===== config.mk =====
export PLATFORM = sky130hd
export DESIGN_NAME = lcd_bus_arbiter
export DESIGN_NICKNAME = d
export VERILOG_FILES = /design/src/rtl/lcd_bus_arbiter.sv
export SDC_FILE = /design/constraint.sdc
export NUM_CORES = 1
export LEC_CHECK = 0
export ABC_AREA = 1
export ABC_CLOCK_PERIOD_IN_PS = 1600
export CAP_MARGIN = 20
export CELL_PAD_IN_SITES_DETAIL_PLACEMENT = 1
export CELL_PAD_IN_SITES_GLOBAL_PLACEMENT = 1
export CORE_MARGIN = 10
export CORE_UTILIZATION = 33
export CTS_BUF_LIST = sky130_fd_sc_hd__clkbuf_16
export CTS_CLUSTER_SIZE = 20
export DETAILED_ROUTE_END_ITERATION = 8
export PLACE_DENSITY = 0.83
export SYNTH_ARGS = -nofsm -noshare
export SYNTH_HDL_FRONTEND = slang
export SYNTH_SLANG_ARGS = --single-unit

===== constraint.sdc =====
create_clock -name clk -period 1.6 [get_ports clk]
set_input_delay 0.16 -clock clk [delete_from_list [all_inputs] [get_ports clk]]
set_output_delay 0.16 -clock clk [all_outputs]
set_load 0.05 [all_outputs]

===== src/rtl/lcd_bus_arbiter.sv =====
// 8080-style LCD write-bus arbiter: panel reset sequencing plus round-robin sharing between a CPU port and a pixel stream.
// Optional pixel counter ports (pix_cnt_clr, pix_count) are built when LCD_ARB_PIXCNT_EN is defined.
module lcd_bus_arbiter #(
    parameter int WR_LOW       = 2,
    parameter int WR_HIGH      = 2,
    parameter int RST_LOW_CYC  = 500,
    parameter int RST_WAIT_CYC = 6000000
) (
    input  logic        clk,
    input  logic        reset,
    input  logic        lcd_rst_req,
    input  logic        cpu_req,
    input  logic        cpu_dc,
    input  logic [15:0] cpu_data,
    output logic        cpu_ack,
    input  logic        pix_valid,
    input  logic [15:0] pix_data,
    output logic        pix_ready,
    output logic [15:0] lcd_data,
    output logic        lcd_dc,
    output logic        lcd_wr,
    output logic        lcd_rd,
    output logic        lcd_reset_n,
    output logic        busy
`ifdef LCD_ARB_PIXCNT_EN
    ,
    input  logic        pix_cnt_clr,
    output logic [31:0] pix_count
`endif
);

    typedef enum logic [2:0] {RST_LO, RST_WAIT, IDLE, WR_LO, WR_HI} state_t;

    state_t      state_q, state_d;
    logic [31:0] cnt_q, cnt_d;
    logic        last_pix_q, last_pix_d;
    logic        rst_pend_q, rst_pend_d;
    logic [15:0] lcd_data_q, lcd_data_d;
    logic        lcd_dc_q, lcd_dc_d;
    logic        lcd_wr_q, lcd_wr_d;
    logic        lcd_reset_n_q, lcd_reset_n_d;
    logic        busy_q, busy_d;
    logic        grant_cpu, grant_pix;

    // A reset request in IDLE suppresses any grant in the same cycle.
    always_comb begin
        grant_cpu = 1'b0;
        grant_pix = 1'b0;
        if (state_q == IDLE && !lcd_rst_req) begin
            if (cpu_req && (!pix_valid || last_pix_q)) begin
                grant_cpu = 1'b1;
            end else if (pix_valid) begin
                grant_pix = 1'b1;
            end
        end
    end

    always_comb begin
        state_d    = state_q;
        cnt_d      = cnt_q;
        last_pix_d = last_pix_q;
        rst_pend_d = rst_pend_q;
        lcd_data_d = lcd_data_q;
        lcd_dc_d   = lcd_dc_q;
        case (state_q)
            RST_LO: begin
                if (lcd_rst_req) begin
                    cnt_d = 32'd0;
                end else if (cnt_q == 32'(RST_LOW_CYC - 1)) begin
                    state_d = RST_WAIT;
                    cnt_d   = 32'd0;
                end else begin
                    cnt_d = cnt_q + 32'd1;
                end
            end
            RST_WAIT: begin
                if (lcd_rst_req) begin
                    state_d = RST_LO;
                    cnt_d   = 32'd0;
                end else if (cnt_q == 32'(RST_WAIT_CYC - 1)) begin
                    state_d = IDLE;
                    cnt_d   = 32'd0;
                end else begin
                    cnt_d = cnt_q + 32'd1;
                end
            end
            IDLE: begin
                cnt_d = 32'd0;
                if (lcd_rst_req) begin
                    state_d = RST_LO;
                end else if (grant_cpu) begin
                    state_d    = WR_LO;
                    lcd_data_d = cpu_data;
                    lcd_dc_d   = cpu_dc;
                    last_pix_d = 1'b0;
                end else if (grant_pix) begin
                    state_d    = WR_LO;
                    lcd_data_d = pix_data;
                    lcd_dc_d   = 1'b1;
                    last_pix_d = 1'b1;
                end
            end
            WR_LO: begin
                if (lcd_rst_req) rst_pend_d = 1'b1;
                if (cnt_q == 32'(WR_LOW - 1)) begin
                    state_d = WR_HI;
                    cnt_d   = 32'd0;
                end else begin
                    cnt_d = cnt_q + 32'd1;
                end
            end
            WR_HI: begin
                if (lcd_rst_req) rst_pend_d = 1'b1;
                if (cnt_q == 32'(WR_HIGH - 1)) begin
                    // The write always finishes; a deferred reset request is honoured here.
                    state_d    = (rst_pend_q || lcd_rst_req) ? RST_LO : IDLE;
                    rst_pend_d = 1'b0;
                    cnt_d      = 32'd0;
                end else begin
                    cnt_d = cnt_q + 32'd1;
                end
            end
            default: begin
                state_d = RST_LO;
                cnt_d   = 32'd0;
            end
        endcase
        lcd_wr_d      = (state_d != WR_LO);
        lcd_reset_n_d = (state_d != RST_LO);
        busy_d        = (state_d != IDLE);
    end

    always_ff @(posedge clk) begin
        if (reset) begin
            state_q       <= RST_LO;
            cnt_q         <= 32'd0;
            last_pix_q    <= 1'b1;
            rst_pend_q    <= 1'b0;
            lcd_data_q    <= 16'h0000;
            lcd_dc_q      <= 1'b0;
            lcd_wr_q      <= 1'b1;
            lcd_reset_n_q <= 1'b0;
            busy_q        <= 1'b1;
        end else begin
            state_q       <= state_d;
            cnt_q         <= cnt_d;
            last_pix_q    <= last_pix_d;
            rst_pend_q    <= rst_pend_d;
            lcd_data_q    <= lcd_data_d;
            lcd_dc_q      <= lcd_dc_d;
            lcd_wr_q      <= lcd_wr_d;
            lcd_reset_n_q <= lcd_reset_n_d;
            busy_q        <= busy_d;
        end
    end

    assign cpu_ack     = grant_cpu;
    assign pix_ready   = grant_pix;
    assign lcd_data    = lcd_data_q;
    assign lcd_dc      = lcd_dc_q;
    assign lcd_wr      = lcd_wr_q;
    assign lcd_rd      = 1'b1;
    assign lcd_reset_n = lcd_reset_n_q;
    assign busy        = busy_q;

`ifdef LCD_ARB_PIXCNT_EN
    logic [31:0] pix_cnt_q, pix_cnt_d;

    // Clear wins over a coincident accept; the counter wraps naturally.
    always_comb begin
        pix_cnt_d = pix_cnt_q;
        if (pix_cnt_clr) begin
            pix_cnt_d = 32'd0;
        end else if (grant_pix) begin
            pix_cnt_d = pix_cnt_q + 32'd1;
        end
    end

    always_ff @(posedge clk) begin
        if (reset) begin
            pix_cnt_q <= 32'd0;
        end else begin
            pix_cnt_q <= pix_cnt_d;
        end
    end

    assign pix_count = pix_cnt_q;
`endif

endmodule


-- After elaboration in Yosys (flattened, before gate mapping)
Cells that the tools add are included.
- register bits: 57
- input bits: 38
- $add $sub $neg: 1
- eq/ne operators: 9
- muxes and demuxes: 30
- bitwise gates (word level): 1
- reductions and logical operators: 12
- operator list (cell ; number):
    2-to-1 mux 32 bit ; 5
    case mux 32 bit (3 select lines) ; 1
    adder 32 x 1 -> 32 bit (second input constant) ; 1
    equality test 32 x 1 -> 1 bit (second input constant) ; 1
    equality test 32 x 23 -> 1 bit (second input constant) ; 1
    equality test 32 x 9 -> 1 bit (second input constant) ; 1
    2-to-1 mux 16 bit ; 2
    2-to-1 mux 3 bit ; 9
    case mux 3 bit (5 select lines) ; 1
    2-to-1 mux 1 bit ; 10
    equality test 3 x 2 -> 1 bit (second input constant) ; 2
    != test 3 x 2 -> 1 bit (second input constant) ; 2
    nonzero test 2 bit ; 2
    equality test 3 x 1 -> 1 bit (second input constant) ; 1
    equality test 3 bit (second input constant) ; 1
    logical NOT 3 bit ; 1
    AND reduction 3 bit ; 1
    nonzero test 3 bit ; 1
    logical AND 1 bit ; 2
    logical NOT 1 bit ; 2
    logical OR 1 bit ; 2
    2-to-1 mux 2 bit ; 1
    case mux 1 bit (2 select lines) ; 1
    OR reduction 2 bit ; 1
    inverter 1 bit ; 1

-- Depth between registers and ports, before layout
- depth in word-level cells: 10
- gate-level depth with buffers: 13

-- Worst setup path before layout
OpenSTA, ideal clock, no wires.
- path type: register to register
- start point: register state_q[2]
- end point: register lcd_data_q[10], in the netlist lcd_data[10]
- setup time: 70 ps
- arrival: 1640 ps
- data required time: 1530 ps
- setup slack: -110 ps
- stages on the path, launching flop included: 7
- buffers on the path: 1
- path through: dfxtp_1 -> inv_1 -> nand4_2 -> nor2_2 -> clkbuf_1 -> nand2_1 -> a21oi_1
- word-level cells in the longest chain between the ends: 5
- elaborated cells between the ends (all ways): 7
- RTL lines (element ; RTL line ; source):
    from (decl) ; 34 ; state_t state_q, state_d;
    from (signal assigned) ; 145 ; state_q <= state_d;
    equality test 3 x 2 -> 1 bit * ; 49 ; if (state_q == IDLE && !lcd_rst_req) begin
    logical AND 1 bit * ; 49 ;
    2-to-1 mux 1 bit * ; 49 ;
    named net cpu_ack ; 15 ; output logic cpu_ack,
    nonzero test 2 bit (no source line) ; n/a ;
    AND reduction 3 bit (no source line) ; n/a ;
    to (signal assigned) ; 149 ; lcd_data_q <= lcd_data_d;
    to (decl) ; 38 ; logic [15:0] lcd_data_q, lcd_data_d;
The timed path passes the listed nets; every way through them passes the cells marked *.
A chain may end at the register's enable or synchronous reset.

-- Final worst setup path
- start point: register cnt_q[14]
- end point: register cnt_q[29]
- word-level cells in the longest chain between the ends: 4
- elaborated cells between the ends (all ways): 10
- RTL lines (element ; RTL line ; source):
    from (decl) ; 35 ; logic [31:0] cnt_q, cnt_d;
    from (signal assigned) ; 146 ; cnt_q <= cnt_d;
    adder 32 x 1 -> 32 bit, or another cell as far along ; n/a ;
    2-to-1 mux 32 bit (on tied branches) ; 80, 69 ;
    2-to-1 mux 32 bit (on tied branches) ; 77, 67 ;
    case mux 32 bit (3 select lines) * ; 65 ; case (state_q)
Every way passes the cells marked *; elsewhere a longest branch is shown, timed or not.

==> qor.txt <==
worst r2r path cells: 10
Post-CTS Hold Buffers: 0
Top FF cell, synth: dfxtp_1
Post-Syn Nets: 497
worst-path cell chain: buf_4 > nand2_1 > nor2_1 > inv_1 > buf_4 > nor2_1 > nand3_1 > nand2_1 > nand3_1 > nor2_1
Comb pwr share: 6.4%
Setup violations, final: 38
clock network fraction of total power: 56.4%
Die X: 116 um
#FFs+latches synth: 57
CTS Sinks: 57
fraction of registers with async set/reset: 0%
cell with the most instances after synthesis: nor2_1
Post-Place Cells: 686
switch share: 23.2%
post-route setup TNS: -8.20 ns
CP Capture Type: flip-flop
GRT overflow: 0
RSZ-0062 raised after global routing: true
mux cell area share after synthesis: 0%
TritonCTS Buffers: 9
I/O Pins: 61
cell row count: 35
Total GRT Usage: 21.4%
Post-DP HPWL: 8720 um
largest net degree at the start of global routing: 22
worst setup path endpoint: cnt_q[29]
CTS max path bufs: 2
reg2reg setup slack: -0.33 ns
number of vias per cell: 5.53
CP required: 1.85 ns
Fmax: 0.519 GHz
final hold viol count: 0
post-synthesis xor/xnor area fraction: 6.85%
initial core utilization: 33.5%
core area: 9150 um^2
Layout area overhead: 64.0%
Netlist Area Pre-Place: 3070 um^2
leak pwr: 0.00217 uW
first-pass GRT wire length: 22500 um
Seq/Total Area, Yosys: 37.2%
Antenna diodes: 0
PortBufs: 59
synthesized area per cell: 6.72 um^2
clk_lat worst skew: 0.34 ns
Crit path arrival time: 2.18 ns
Initial DRC Count: 228
fin nets: 631
Reg clk slew, reported paths: 0.06 ns
Routability Congestion: 0.922
Routed Antenna Nets: 0
Hold WC Path Type: in -> reg
Die Ht: 116 um
Max IR drop VDD: 0.000650 V
Yosys cell types: 29
root buf cell: clkbuf_16
maxcap violations: 0
Pint: 2940 uW
Crit. Startpoint: cnt_q[14]
Tmin final: 1.93 ns
Cells after Synth: 457
crit share post-route: 120%
Setup Skew: 0.00972 ns
Critical Path Max Stage Delay: 0.38 ns
crit path buf inv count: 3
CP top delay family: simple AND/OR/NAND/NOR gates
R2R Path Start: cnt_q[14]
area share of the largest cell type after synthesis: 37.2%
Die ar.: 13600 um^2
Critical Path Stages: 10
pwr/cell area: 761 nW/um^2
final core occ: 55.0%
sequential power share: 37.1%
cell taking the most area after synthesis: dfxtp_1
final worst slack: -0.326 ns
EDFF count, synth: 0
post-synthesis compound-gate area fraction: 10.8%
H-tree Lvls: 3
post-synthesis adder-cell area fraction: 0.815%
Top cell by count, worst path: nor2_1
CP Launch Type: flip-flop
layout cell share with drive strength beyond 1: 36.6%
synth top area cells: dfxtp_1 (37%), nor2_1 (11%), nand2_1 (11%)
routed vias: 3908
number of global-route vias before repair: 4240
violated checks: negative setup slack
Worst R2R End: cnt_q[29]
WL per Instance: 22.5 um
WHS: 0.373 ns
status: complete, but fails checks
drt total wl: 15900 um
Warnings, synthesis: 0
initial antenna violation count: 0
DRC: 0
Slew Viols, Final: 0
CP Max Fanout: 4
CTS tree: done
Post-Layout Cell Count: 707
Worst Setup Path Type: reg -> reg
largest family of logic cells by synthesized area: simple AND/OR/NAND/NOR gates
top cells by count, synth: nor2_1 (94), nand2_1 (87), dfxtp_1 (57)
Detailed Routing Iterations Pass 1: 5
Post-Synth Simple-Gate Area: 34.9%
Slowest-stage cell, CP: dfxtp_1
Psw: 890 uW
[metal layers]
layer  wire [um]  vias to the layer above  track usage, %  share of wire (%)
li1            -                     1715               -                  -
met1        6140                     1953            23.4                 39
met2        8060                      179            37.5                 51
met3         867                       61            6.01                5.5
met4         808                        0            9.76                5.1
met5           0                        -               0                  0
[tightest hold or removal path: stages]
cell and delay [ns]:
clkdlybuf4s50_1 0.39, nand2_1 0.06, a21oi_1 0.05
[logic make-up (layout without fill, tap and decap cells)]
family                   after synthesis  count (layout)
other                                  1               1
adder cells (fa/ha/maj)                2               2
AND/OR/NAND/NOR                      243             243
AO/OA/AOI/OAI                         63              63
XOR/XNOR                              24              24
buffers and inverters                 67             206
flip-flops                            57              57
[sequential cells by signal, indices dropped and copies added, names as in the netlist]
signal	count
rst_pend_q	1
lcd_data	16
lcd_reset_n	1
lcd_dc	1
busy	1
state_q	3
last_pix_q	1
lcd_wr	1
cnt_q	32
[power groups by stage]
stage	combinational, uW	clock, uW	sequential [uW]
global route	258	2250	1420
CTS	228	2160	1420
global placement	183	0	1450
floorplan	57.8	0	1450
detailed placement	191	0	1450
finish	247	2160	1420
[stage by stage]
| stage | setup slack [ns] | area (um^2) | total power (uW) |
|---|---|---|---|
| 5_1_grt | -0.397 | 5030 | 3930 |
| 3_3_place_gp | -0.125 | 4250 | 1640 |
| 2_1_floorplan | 0.0209 | 3070 | 1510 |
| 3_5_place_dp | -0.281 | 4250 | 1650 |
| 4_1_cts | -0.117 | 4860 | 3810 |
| 6_report | -0.326 | 5030 | 3830 |
[what timing repair did]
item | in CTS | in global routing
pin swaps | 14 | 21
resized for setup | 74 | 50
gates cloned | 1 | 1
setup buffers | 3 | 2
endpoints found under the setup margin | 41 | 57
[final cells by class]
cell class / instances / area, um^2
repair buffers: 135 / 1200
well taps: 111 / 139
inverters: 55 / 209
clock buffers: 9 / 225
multi-input cells: 333 / 1980
flip-flops and latches: 57 / 1170
clock inverters: 7 / 104
fillers: 1121 / 4120
[worst min-delay path by stage]
stage	start	endpoint	slack, ns	depth (start not counted)
finish	cpu_data[10]	lcd_data[10]	0.37	3
global route	cpu_data[2]	lcd_data[2]	0.38	3
CTS	cpu_data[7]	lcd_data[7]	0.37	3
detailed placement	last_pix_q	last_pix_q	0.49	2
global placement	last_pix_q	last_pix_q	0.47	2
floorplan	reset	state_q[2]	0.23	1
[cell usage in the layout (no fill, tap or decap), types with 13 or more instances in the layout]
master / count
a21oi_1: 19
buf_4: 88
clkdlybuf4s50_1: 37
dfxtp_1: 38
dfxtp_2: 16
inv_1: 47
nand2_1: 77
nand3_1: 13
nor2_1: 58
nor2_2: 28
nor2_4: 18
o21ai_0: 35
xor2_1: 14
No activity file was read; power rests on OpenSTA's default activity.
